**config.mk**
```make
export PLATFORM = sky130hd
export DESIGN_NAME = axi4_default_slave
export DESIGN_NICKNAME = d
export VERILOG_FILES = /design/src/rtl/axi4_default_slave.sv
export SDC_FILE = /design/constraint.sdc
export NUM_CORES = 1
export LEC_CHECK = 0
export BUFFER_PORTS_ARGS = -buffer_cell sky130_fd_sc_hd__buf_2
export CAP_MARGIN = 20
export CORE_MARGIN = 3
export CORE_UTILIZATION = 45
export DETAILED_ROUTE_END_ITERATION = 12
export MAX_ROUTING_LAYER = met4
export PLACE_DENSITY = 0.88
export SETUP_SLACK_MARGIN = 0.1
export SYNTH_ARGS = -nofsm -noshare
export SYNTH_HDL_FRONTEND = slang
export SYNTH_SLANG_ARGS = --single-unit
```
**constraint.sdc**
```tcl
create_clock -name clk -period 3.3 [get_ports clk]
set_input_delay 0.495 -clock clk [delete_from_list [all_inputs] [get_ports clk]]
set_output_delay 0.495 -clock clk [all_outputs]
set_load 0.01 [all_outputs]
```
**src/rtl/axi4_default_slave.sv**
```systemverilog
// Default AXI4 responder: completes every unmapped AW/AR transaction with DECERR; W data ignored, R data zero.
// B/first R beat one cycle after the last W / AR handshake; B and R outputs hold stable under bready/rready backpressure.
module axi4_default_slave #(
  parameter int ID_WIDTH   = 4,
  parameter int ADDR_WIDTH = 32,
  parameter int DATA_WIDTH = 32
) (
  input  logic                  clk,
  input  logic                  rst,
  input  logic [ID_WIDTH-1:0]   awid,
  input  logic [ADDR_WIDTH-1:0] awaddr,
  input  logic                  awvalid,
  output logic                  awready,
  input  logic                  wlast,
  input  logic                  wvalid,
  output logic                  wready,
  output logic [ID_WIDTH-1:0]   bid,
  output logic [1:0]            bresp,
  output logic                  bvalid,
  input  logic                  bready,
  input  logic [ID_WIDTH-1:0]   arid,
  input  logic [ADDR_WIDTH-1:0] araddr,
  input  logic [7:0]            arlen,
  input  logic                  arvalid,
  output logic                  arready,
  output logic [ID_WIDTH-1:0]   rid,
  output logic [DATA_WIDTH-1:0] rdata,
  output logic [1:0]            rresp,
  output logic                  rlast,
  output logic                  rvalid,
  input  logic                  rready,
  output logic [15:0]           err_count,
  output logic [ADDR_WIDTH-1:0] err_addr
);

  typedef enum logic [1:0] {W_IDLE, W_DATA, W_RESP} w_state_t;
  typedef enum logic       {R_IDLE, R_DATA}         r_state_t;

  w_state_t   w_state, w_next;
  r_state_t   r_state, r_next;
  logic [7:0] beat_cnt;

  logic aw_hs, w_hs, b_hs, ar_hs, r_hs;

  assign aw_hs = awvalid && awready;
  assign w_hs  = wvalid  && wready;
  assign b_hs  = bvalid  && bready;
  assign ar_hs = arvalid && arready;
  assign r_hs  = rvalid  && rready;

  assign bresp = 2'b11;
  assign rresp = 2'b11;
  assign rdata = '0;

  // Write FSM
  always_ff @(posedge clk) begin
    if (rst) w_state <= W_IDLE;
    else     w_state <= w_next;
  end

  always_comb begin
    w_next = w_state;
    case (w_state)
      W_IDLE:  if (aw_hs)         w_next = W_DATA;
      W_DATA:  if (w_hs && wlast) w_next = W_RESP;
      W_RESP:  if (b_hs)          w_next = W_IDLE;
      default:                    w_next = W_IDLE;
    endcase
  end

  always_comb begin
    awready = (w_state == W_IDLE);
    wready  = (w_state == W_DATA);
    bvalid  = (w_state == W_RESP);
  end

  always_ff @(posedge clk) begin
    if (rst)        bid <= '0;
    else if (aw_hs) bid <= awid;
  end

  // Read FSM
  always_ff @(posedge clk) begin
    if (rst) r_state <= R_IDLE;
    else     r_state <= r_next;
  end

  always_comb begin
    r_next = r_state;
    case (r_state)
      R_IDLE:  if (ar_hs)         r_next = R_DATA;
      R_DATA:  if (r_hs && rlast) r_next = R_IDLE;
      default:                    r_next = R_IDLE;
    endcase
  end

  always_comb begin
    arready = (r_state == R_IDLE);
    rvalid  = (r_state == R_DATA);
    rlast   = (r_state == R_DATA) && (beat_cnt == 8'd0);
  end

  always_ff @(posedge clk) begin
    if (rst) begin
      rid      <= '0;
      beat_cnt <= 8'd0;
    end else if (ar_hs) begin
      rid      <= arid;
      beat_cnt <= arlen;
    end else if (r_hs && beat_cnt != 8'd0) begin
      beat_cnt <= beat_cnt - 8'd1;
    end
  end

  // Debug: a simultaneous AW+AR counts twice; the sum is clamped at all-ones
  logic [1:0]  err_inc;
  logic [16:0] err_sum;

  assign err_inc = {1'b0, aw_hs} + {1'b0, ar_hs};
  assign err_sum = {1'b0, err_count} + {15'd0, err_inc};

  always_ff @(posedge clk) begin
    if (rst) begin
      err_count <= 16'd0;
      err_addr  <= '0;
    end else begin
      err_count <= err_sum[16] ? 16'hFFFF : err_sum[15:0];
      if (aw_hs)      err_addr <= awaddr;
      else if (ar_hs) err_addr <= araddr;
    end
  end

endmodule

```
# Word-level counts from Yosys, hierarchy flattened
# Index checks and enable logic that the tools add are counted.
word_totals:
  out_inout_bits: 98
  input_bits: 88
  wordCells: 43
  reg_bits: 67
classes:
  reduce_logical: 15
  eq_ne: 5
  bitwise_logic: 1
  muxes: 12
  add_sub_neg: 3
op_table:
  columns: ["op", "n"]
  rows:
  - ["2-to-1 mux 32 bit", 2]
  - ["adder 16 x 2 -> 17 bit", 1]
  - ["2-to-1 mux 16 bit", 1]
  - ["2-to-1 mux 8 bit", 2]
  - ["logical AND 1 bit", 9]
  - ["zero test 8 bit", 1]
  - ["nonzero test 8 bit", 1]
  - ["subtractor 8 x 1 -> 8 bit, second input constant", 1]
  - ["2-to-1 mux 2 bit", 3]
  - ["!= test 2 x 1 -> 1 bit, second input constant", 3]
  - ["one-hot mux 2 bit (3 select lines)", 1]
  - ["nonzero test 2 bit", 2]
  - ["AND reduction 3 bit", 1]
  - ["adder 1 x 1 -> 2 bit", 1]
  - ["equality test 2 x 1 -> 1 bit, second input constant", 1]
  - ["equality test 2 bit, second input constant", 1]
  - ["zero test 2 bit", 1]
  - ["2-to-1 mux 1 bit", 2]
  - ["one-hot mux 1 bit (2 select lines)", 1]
  - ["inverter 1 bit", 1]

# Logic depth before layout (Yosys ltp)
# Gate-level depths: netlist of run 1.
logic_depth:
  ltp_word: 5
  mapped_depth: 11
  ltp_nobuf: 10

# Worst setup path before layout of run 1
# Ideal clock, no wire load.
synth_path:
  path_type: "flip-flop to flip-flop"
  startpoint: "register w_state[1]"
  endpoint: "register err_count[13]"
  stages_incl_launch_ff: 12
  slack_ns: 0.673
  path_buffers: 1
  synth_period_minus_slack_ns: 2.627
  arrival_ns: 2.496
  path_cell_list: "dfxtp_1 -> nor2_1 -> nand2_1 -> clkbuf_1 -> xnor2_1 -> ha_1 -> or2_2 -> ha_1 -> and3_1 -> and4_1 -> nor4b_1 -> nor3_1"
synth_between:
  elab_chain_cells: 5
synth_rtl:
  columns: ["element", "line", "rtl"]
  rows:
  - ["start: declaration", "39", "w_state_t w_state, w_next;"]
  - ["start signal: assignment", "58", "else w_state <= w_next;"]
  - ["zero test 2 bit", "72", "awready = (w_state == W_IDLE);"]
  - ["via awready", "13", "output logic awready,"]
  - ["logical AND 1 bit", "45", "assign aw_hs = awvalid && awready;"]
  - ["adder 1 x 1 -> 2 bit", "119", "assign err_inc = {1'b0, aw_hs} + {1'b0, ar_hs};"]
  - ["adder 16 x 2 -> 17 bit", "120", "assign err_sum = {1'b0, err_count} + {15'd0, err_inc};"]
  - ["2-to-1 mux 16 bit", "127", "err_count <= err_sum[16] ? 16'hFFFF : err_sum[15:0];"]
  - ["end signal: assignment", "127", null]
  - ["end: declaration", "32", "output logic [15:0] err_count,"]
# The timed path passes the listed nets, and every way through them passes these cells.
# A chain may end at the register's enable or synchronous reset.

# Worst setup path after layout of run 1
layout_path:
  startpoint: "register w_state[1]"
  endpoint: "register err_count[13]"
layout_between:
  elab_chain_cells: 5
layout_rtl:
  columns: ["element", "line"]
  rows:
  - ["zero test 2 bit", "72"]
  - ["logical AND 1 bit", "45"]
  - ["adder 1 x 1 -> 2 bit", "119"]
  - ["adder 16 x 2 -> 17 bit", "120"]
  - ["2-to-1 mux 16 bit", "127"]
# No other way between the ends.

==> impl_metrics.tcl, run 1 <==
set metrics [dict create \
    synth_edf_count 0 \
    grt_max_degree 70 \
    hold_depth 3 \
    ys.flop_type "dfxtp_1" \
    wl_per_cell_um 13.8 \
    powerDensity_nw_per_um2 525 \
    syn_area_per_cell_sq_um 8.10 \
    post_cts_resized 0 \
    worstPathCellList "nor2_1 -> nand2_2 -> xnor2_1 -> ha_1 -> or2_2 -> ha_1 -> and3_1 -> and4_1 -> nor4b_1 -> nor3_1" \
    timing.rr.end "err_count[13]$_SDFF_PP0_" \
    reg2reg_slack_ns 0.92 \
    min-delay-start "arid[3]" \
    worstPathMaxFanout 4 \
    final_nets 638 \
    synth_largest_area_cell "dfxtp_1" \
    grt_pass1_wl_um 14400 \
    drv_cap 0 \
    cp_data_required_time_ns 3.49 \
    worstSetupPathType "flop to flop" \
    slowest_stage "dfxtp_1" \
    cts_tree "done" \
    clk_pin_slew_ns 0.08 \
    layoutNonFillerInstCount 647 \
    dp.cells 631 \
    vias 3338 \
    grt_pass1_vias 3232 \
    firstDrtPassIters 4 \
    fmax_mhz 420 \
    hpwl_um 6480 \
    root_buffer "clkbuf_8" \
    rsz0062_at_grt "no" \
    cts_hold_buf 0 \
    worstHoldPathType "input port to flop" \
    diodes 0 \
    io_pins 186 \
    ant_nets 0 \
    rows 30 \
    yosysTopAreaCellShare_pct 40.3 \
    slew-limit-headroom_pct 55.0 \
    combPwrFrac_pct 17.9 \
    fin_tns_setup_ns 0 \
    power.net_switching_w 0.000593 \
    synthTopCellsByArea "dfxtp_1 40%, a311oi_1 9.2%, nand2_1 9.0%" \
    cp-end-kind "flop" \
    die_width_um 92.0 \
    finalMaxSlewViolations 0 \
    ys_warn_count 0 \
    skew_ns 0.00792 \
    yosysMostFrequentCell "nand2_1" \
    dieArea_sq_um 8470 \
    tightest_slew_ns 0.675 \
    synthArstFlopShare_pct 0 \
    ys_seq_area_share_pct 40.3 \
    netlist_instances 411 \
    hold_ws_ns 0.393 \
    leakage_nw 2.00 \
    io_buffers 149 \
    grt-ovfl-total 0 \
    irDropWorstVdd_uv 289 \
    timing.final.crit_share_pct 72.2 \
    syn-cell-area_sq_um 3330 \
    antenna_found_initial 0 \
    cts_sinks 67 \
    wirelength_um 8950 \
    viasPerCell 5.16 \
    clkPwrFrac_pct 40.9 \
    core_area_sq_um 6980 \
    start_util_pct 47.7 \
    synth_common_cells "80 x nand2_1, 67 x dfxtp_1, 54 x nor2_1" \
    grt.total_usage_pct 21.1 \
    die_h_um 92.0 \
    drt-initial-drc-count 128 \
    finalHoldViolCount 0 \
    p_int_w 0.00164 \
    status "completed" \
    crit_arrival_ns 2.58 \
    area_growth_pct 27.6 \
    drc 0 \
    synth_cell_types 47 \
    sw_frac_of_total_pct 26.6 \
    ff2ff_path_depth 10 \
    path_common_cell "ha_1" \
    final_core_util_pct 60.9 \
    setup_violations 0 \
    start_kind "flop" \
    synth_seq_cells 67 \
    clockBufferDepth 2 \
    p_total_w 0.00223 \
    p_seq_share_pct 41.1 \
    r2r_start "w_state[1]$_SDFFE_PP0P_" \
    numCtsBuffers 9 \
    post_cts_buffers 0 \
    drive_above_1_share_pct 32.3 \
    clk_latency_ns 0.33 \
    htree_levels 3 \
    min_period_ns 2.38 \
    hold_path_end "rid[3]$_SDFFE_PP0P_" \
    max_stage_delay_ns 0.34 \
    place.gp.congestion 0.864 \
]
-- per-stage QoR --
| step | setup slack, ns | instance area (sq um) |
|---|---|---|
| floorplan | 0.673 | 3460 |
| global placement | 0.865 | 3980 |
| detailed placement | 0.749 | 3980 |
| CTS | 0.915 | 4250 |
| global route | 0.754 | 4250 |
| finish | 0.919 | 4250 |
-- sequential cells by signal, summed over array words and instances (netlist names) --
signal and flops:
rid 4, w_state 2, rvalid 1, err_addr 32, err_count 16, bid 4
beat_cnt 8
-- area by class of cell --
class | count | area (sq um)
clock buffer | 10 | 138
clock inverter | 6 | 136
sequential | 67 | 1340
timing repair buffer | 153 | 776
tap | 96 | 120
multi-input combinational | 308 | 1710
inverter | 7 | 26.3
fill | 635 | 2730
-- layout by cell type, fill, tap and decap left out, types with 2 or more instances in the layout --
cell and instances:
nor3_1 6, nor4_1 6, a311oi_1 35, bufinv_16 4
nand2_1 79, nand3_1 6, a31oi_1 3, nor2_1 54
and4_1 7, and3_1 6, buf_4 4, clkbuf_8 10
o31a_1 2, nor2b_1 2, ha_1 4, xor2_1 3
dfxtp_1 67, a211oi_1 7, xnor2_1 5, a21oi_1 17
buf_2 149, inv_1 6, a21boi_0 2, or2_2 2
conb_1 36, mux2i_1 5
-- cells by family (layout without fill, tap and decap cells) --
logic type | after synthesis | count (layout) | share of synthesized area [%]
other | 2 | 36 | 0.225
buffers and inverters | 70 | 176 | 12.2
flip-flops | 67 | 67 | 40.3
multiplexers | 6 | 6 | 1.84
XOR/XNOR | 8 | 8 | 2.10
AND/OR/NAND/NOR | 176 | 176 | 23.5
adder cells (fa/ha/maj) | 4 | 4 | 1.50
AO/OA/AOI/OAI | 78 | 78 | 18.4
-- critical path: cells and delay by family (launching register included) --
family | cells | cell delay (ns)
flip-flops | 1 | 0.34
XOR/XNOR | 1 | 0.12
adder cells (fa/ha/maj) | 2 | 0.44
AND/OR/NAND/NOR | 7 | 1.34
-- worst max-delay path by stage --
stage / start / endpoint / depth (start not counted)
after global placement: arvalid / err_count[13]$_SDFF_PP0_ / 10
after detailed placement: awvalid / err_count[5]$_SDFF_PP0_ / 8
final: w_state[1]$_SDFFE_PP0P_ / err_count[13]$_SDFF_PP0_ / 10
after global routing: w_state[1]$_SDFFE_PP0P_ / err_count[5]$_SDFF_PP0_ / 7
after floorplan: w_state[1]$_SDFFE_PP0P_ / err_count[13]$_SDFF_PP0_ / 11
after CTS: w_state[1]$_SDFFE_PP0P_ / err_count[13]$_SDFF_PP0_ / 10
-- power groups by stage --
stage               Combinational (W)  Clock [W]  Sequential, W
floorplan                    0.000256          0       0.000956
global placement             0.000388          0       0.000933
detailed placement           0.000400          0       0.000936
CTS                          0.000401   0.000937       0.000919
global route                 0.000448   0.000973       0.000929
finish                       0.000401   0.000914       0.000919
-- layer usage --
metal	vias to the layer above	wire length, um	GRT usage, %
li1	1646	-	-
met1	1538	3770	24.2
met2	141	4410	36.8
met3	13	648	4.10
met4	0	121	7.30
met5	-	0	-
Note: power is estimated with default switching activity, not from simulation.
==> run 2, diff against run 1 <==
==> constraint.sdc (replaced) <==
create_clock -name clk -period 2.4 [get_ports clk]
set_input_delay 0.36 -clock clk [delete_from_list [all_inputs] [get_ports clk]]
set_output_delay 0.36 -clock clk [all_outputs]
set_load 0.01 [all_outputs]
==> run 2 against run 1 <==
Die area is the same. Fmax rose by 8.5%. Combinational power rose by 41%. Sequential power increased by 38%. Count of clock-buffer cells in the layout increased by 1. Final cell count stayed put. Setup slack got worse by 0.71 ns. Clock power shrank 2%. Sequential share of layout area grew 0.18 points. Highest routed layer unchanged. Flip-flop and latch count is the same. First-iteration DRC count is 23% lower. Largest power group unchanged. Utilization shrank 0.23 points.
==> impl_metrics.tcl, run 2 (synthesis results as in run 1) <==
set metrics [dict create \
    core_area_sq_um 6980 \
    pre_cts_slack_ns 0.166 \
    tightest_slew_ns 0.677 \
    clk_latency_ns 0.35 \
    root_buffer "clkbuf_8" \
    wl_per_cell_um 13.9 \
    drt-initial-drc-count 98 \
    final_common_cell "buf_2" \
    firstDrtPassIters 4 \
    fin_tns_setup_ns 0 \
    fmax_mhz 455 \
    crit_arrival_ns 2.41 \
    grt_pass1_vias 3268 \
    final_core_util_pct 60.7 \
    rsz0062_at_grt "yes" \
    layoutNonFillerInstCount 647 \
    diodes 0 \
    regMostFlops "err_addr" \
    powerDensity_nw_per_um2 646 \
    fillCellCount 642 \
    worstSetupPathType "flop to flop" \
    drc 0 \
    die_h_um 92.0 \
    placed_area_sq_um 4030 \
    start_kind "flop" \
    cp-end-kind "flop" \
    drive_above_1_share_pct 34.7 \
    worstPathMaxFanout 12 \
    cts_tree "done" \
    leakage_nw 1.99 \
    cts_sinks 67 \
    finalMaxSlewViolations 0 \
    antenna_found_initial 0 \
    fin_ws_ns 0.204 \
    grt.total_usage_pct 21.4 \
    dp.cells 633 \
    largest_registers "err_addr x32, err_count x16, beat_cnt x8" \
    design_area_sq_um 4240 \
    start_util_pct 47.7 \
    place.gp.congestion 0.881 \
    grt-ovfl-total 0 \
    dieArea_sq_um 8470 \
    ant_nets 0 \
    post_cts_resized 0 \
    mostFrequentLayoutCells "149 x buf_2, 78 x nand2_1, 65 x dfxtp_1, 53 x nor2_1, 36 x conb_1" \
    skew_ns 0.0126 \
    cts_hold_buf 0 \
    htree_levels 3 \
    viasPerCell 5.24 \
    slew-limit-headroom_pct 54.8 \
    hpwl_um 6550 \
    min_period_ns 2.20 \
    final_nets 640 \
    clk_pin_slew_ns 0.07 \
    setup_violations 0 \
    post_cts_buffers 0 \
    wirelength_um 8970 \
    io_buffers 149 \
    drv_cap 0 \
    finalHoldViolCount 0 \
    timing.final.crit_share_pct 91.5 \
    grt_max_degree 70 \
    largest_register_ffs 32 \
    rows 30 \
    io_pins 186 \
    clockBufferDepth 2 \
    area_growth_pct 27.2 \
    die_width_um 92.0 \
    cp_data_required_time_ns 2.61 \
    status "completed" \
    vias 3391 \
    grt_pass1_wl_um 14400 \
    irDropWorstVdd_uv 370 \
    numCtsBuffers 9 \
    worstHoldPathType "input port to flop" \
]
run 2: changes by cell type in the layout (fill, tap and decap cells not counted), sizes merged:
cell | previous run | this run
clkinvlp | 1 | 0
buf | 153 | 155
clkinv | 2 | 3
clkbuf | 10 | 11
bufinv | 4 | 1
run 2: critical path: stages (launching register included):
cell      delay [ns]
dfxtp_2         0.34
nor2_4          0.12
nand2_2         0.08
xnor2_2         0.14
ha_2            0.20
or2_2           0.30
ha_2            0.20
and3_2          0.29
nor4_2          0.30
a211oi_1        0.10
run 2: report_power, final:
| group | total, W | internal [W] | leakage [nW] | switching (W) |
|---|---|---|---|---|
| logic | 0.000567 | 0.000240 | 1.34 | 0.000327 |
| clock network | 0.000899 | 0.000493 | 0.0950 | 0.000406 |
| registers | 0.00127 | 0.00120 | 0.553 | 0.0000659 |
| total | 0.00274 | 0.00194 | 1.99 | 0.000799 |
run 2: path summary, 6_finish.rpt:
check                          start                  endpoint  slack [ns]  cells past startpoint
max reg2reg  w_state[0]$_SDFFE_PP0P_  err_count[15]$_SDFF_PP0_        0.20                      9
max          w_state[0]$_SDFFE_PP0P_  err_count[15]$_SDFF_PP0_        0.20                      9
min                          arid[0]       rid[0]$_SDFFE_PP0P_        0.25                      3
min reg2reg      rid[0]$_SDFFE_PP0P_       rid[0]$_SDFFE_PP0P_        0.46                      2
run 2: per-stage QoR:
| step | total power [W] | hold slack [ns] |
|---|---|---|
| floorplan | 0.00168 | 0.481 |
| global placement | 0.00183 | 0.441 |
| detailed placement | 0.00185 | 0.447 |
| CTS | 0.00275 | 0.229 |
| global route | 0.00288 | 0.233 |
| finish | 0.00274 | 0.245 |
run 2: area by class of cell:
cell class                 instances  area, sq um  area share (%)
multi-input combinational        308         1760            41.5
sequential                        67         1340            31.7
timing repair buffer             155          803            19.0
clock buffer                      11          141            3.34
tap                               96          120            2.84
clock inverter                     3         40.0           0.945
inverter                           7         27.5           0.650
run 2: routing by layer:
metal  GRT usage, %  vias to the layer above  wire length (um)
met1           23.2                     1580              3620
met5              -                        -                 0
met3           6.32                       14               676
met4           6.68                        0                97
met2           37.6                      143              4580
li1               -                     1654                 -
==> run 3, diff against run 2 <==
--- a/config.mk
+++ b/config.mk
@@ -7,12 +7,13 @@
 export LEC_CHECK = 0
 export BUFFER_PORTS_ARGS = -buffer_cell sky130_fd_sc_hd__buf_2
 export CAP_MARGIN = 20
+export CORE_ASPECT_RATIO = 1.75
 export CORE_MARGIN = 3
 export CORE_UTILIZATION = 45
 export DETAILED_ROUTE_END_ITERATION = 12
 export MAX_ROUTING_LAYER = met4
 export PLACE_DENSITY = 0.88
-export SETUP_SLACK_MARGIN = 0.1
+export SETUP_SLACK_MARGIN = 0.15
 export SYNTH_ARGS = -nofsm -noshare
 export SYNTH_HDL_FRONTEND = slang
 export SYNTH_SLANG_ARGS = --single-unit
==> run 3 against run 2 <==
Combinational power is 0.7% higher. Routed wire length grew 0.71%. Highest routed layer unchanged. Largest power group is now clock. Critical path depth grew 1. Hold slack improved by 0.028 ns. Non-clock buffer count increased by 1. Flip-flop and latch count unchanged. Sequential share of layout area down 0.80 points. Register-to-register slack gained 0.08 ns.
==> impl_metrics.tcl, run 3 (synthesis results as in run 1) <==
set metrics [dict create \
    firstDrtPassIters 4 \
    drive_above_1_share_pct 34.5 \
    io_pins 186 \
    worstSetupPathType "flop to flop" \
    drv_cap 0 \
    numCtsBuffers 9 \
    wirelength_um 9030 \
    powerDensity_nw_per_um2 721 \
    cp_data_required_time_ns 2.61 \
    worstPathCellList "nor2_4 -> nand2_2 -> xnor2_2 -> ha_2 -> or2_4 -> ha_4 -> and3_1 -> and4_4 -> nor4b_2 -> nor3_1" \
    drc 0 \
    antenna_found_initial 0 \
    leakage_nw 2.04 \
    final_nets 641 \
    min_period_ns 2.11 \
    finalMaxSlewViolations 0 \
    rows 40 \
    largest_registers "err_addr x32, err_count x16, beat_cnt x8" \
    vias 3421 \
    hpwl_um 6600 \
    viasPerCell 5.37 \
    status "completed" \
    ant_nets 0 \
    io_buffers 149 \
    final_common_cell "buf_2" \
    fmax_mhz 473 \
    grt_max_degree 70 \
    max_stage_delay_ns 0.36 \
    cp-end-kind "flop" \
    cts_sinks 67 \
    mostFrequentLayoutCells "149 x buf_2, 78 x nand2_1, 65 x dfxtp_1, 53 x nor2_1, 36 x conb_1" \
    worstPathMaxFanout 4 \
    die_h_um 120 \
    core_area_sq_um 7010 \
    clockBufferDepth 2 \
    die_width_um 71.0 \
    root_buffer "clkbuf_16" \
    final_core_util_pct 62.0 \
    hold_depth 3 \
    worstHoldPathType "input port to flop" \
    slew-limit-headroom_pct 53.8 \
    setup_violations 0 \
    min-delay-start "arid[3]" \
    r2r_start "w_state[1]$_SDFFE_PP0P_" \
    skew_ns 0.00724 \
    setup.worst_path.start "w_state[1]$_SDFFE_PP0P_" \
    irDropWorstVdd_uv 496 \
    clk_latency_ns 0.32 \
    place.gp.congestion 0.896 \
    timing.final.crit_share_pct 88.1 \
    htree_levels 3 \
    diodes 0 \
    ff2ff_path_depth 10 \
    dieArea_sq_um 8510 \
    tightest_slew_ns 0.693 \
    regMostFlops "err_addr" \
    largest_register_ffs 32 \
    crit_arrival_ns 2.32 \
    fin_tns_setup_ns 0 \
    drt-initial-drc-count 127 \
    grt.total_usage_pct 22.1 \
    fillCellCount 576 \
    cts_hold_buf 0 \
    reg2reg_slack_ns 0.29 \
    slowest_stage "dfxtp_1" \
    grt-ovfl-total 0 \
    clk_pin_slew_ns 0.05 \
    rsz0062_at_grt "no" \
    finalHoldViolCount 0 \
    area_growth_pct 30.5 \
    cts_tree "done" \
    grt_pass1_wl_um 14900 \
    start_util_pct 47.5 \
    grt_pass1_vias 3315 \
    start_kind "flop" \
    wl_per_cell_um 14.2 \
]
==> run 3: critical path: cells and delay by family, from the launching register on <==
kind	cells	cell delay, ns
flops	1	0.36
xor+xnor	1	0.14
simple gates	7	1.13
fa+ha+maj	2	0.37
==> run 3: layer usage <==
| layer | vias up | part of all wire, % | track usage (%) |
|---|---|---|---|
| met5 | - | 0 | - |
| met4 | 0 | 1.4 | 7.65 |
| met3 | 11 | 7.4 | 5.28 |
| met2 | 164 | 55 | 40.6 |
| met1 | 1596 | 36 | 22.2 |
| li1 | 1650 | - | - |
==> run 3: path summary, 6_finish.rpt <==
kind	end
worst max-delay path	err_count[13]$_SDFF_PP0_
worst min-delay path	rid[3]$_SDFFE_PP0P_
worst max register to register	err_count[13]$_SDFF_PP0_
worst min register to register	rid[3]$_SDFFE_PP0P_
==> run 3: what timing repair did <==
item                       in CTS  in global routing
hold endpoints to repair        0                  0
setup buffers                   0                  1
gates resized for setup         1                  5
setup endpoints to repair       1                 11
pin swaps                       0                  2
==> run 3: metrics by stage <==
| step | setup WS, ns | cells | power, W | hold WS [ns] | area, sq um |
|---|---|---|---|---|---|
| finish | 0.286 | 637 | 0.00313 | 0.273 | 4350 |
| global route | 0.152 | 637 | 0.00330 | 0.275 | 4350 |
| detailed placement | 0.117 | 621 | 0.00186 | 0.446 | 4020 |
| global placement | 0.320 | 621 | 0.00183 | 0.439 | 4020 |
| floorplan | 0.171 | 445 | 0.00168 | 0.481 | 3510 |
| CTS | 0.170 | 636 | 0.00316 | 0.263 | 4310 |
==> run 3: final cells by class <==
cell class / count / area (sq um) / share of cell area [%]
Multi-Input combinational cell: 308 / 1780 / 40.9
Sequential cell: 67 / 1340 / 30.9
Tap cell: 84 / 105 / 2.42
Clock buffer: 13 / 260 / 5.99
Timing Repair Buffer: 156 / 798 / 18.4
Clock inverter: 2 / 35.0 / 0.806
Inverter: 7 / 27.5 / 0.633
==> run 3: where the power goes <==
group	switching (W)	internal (W)
combinational	0.000325	0.000246
sequential	0.0000688	0.00121
clock	0.000434	0.000853
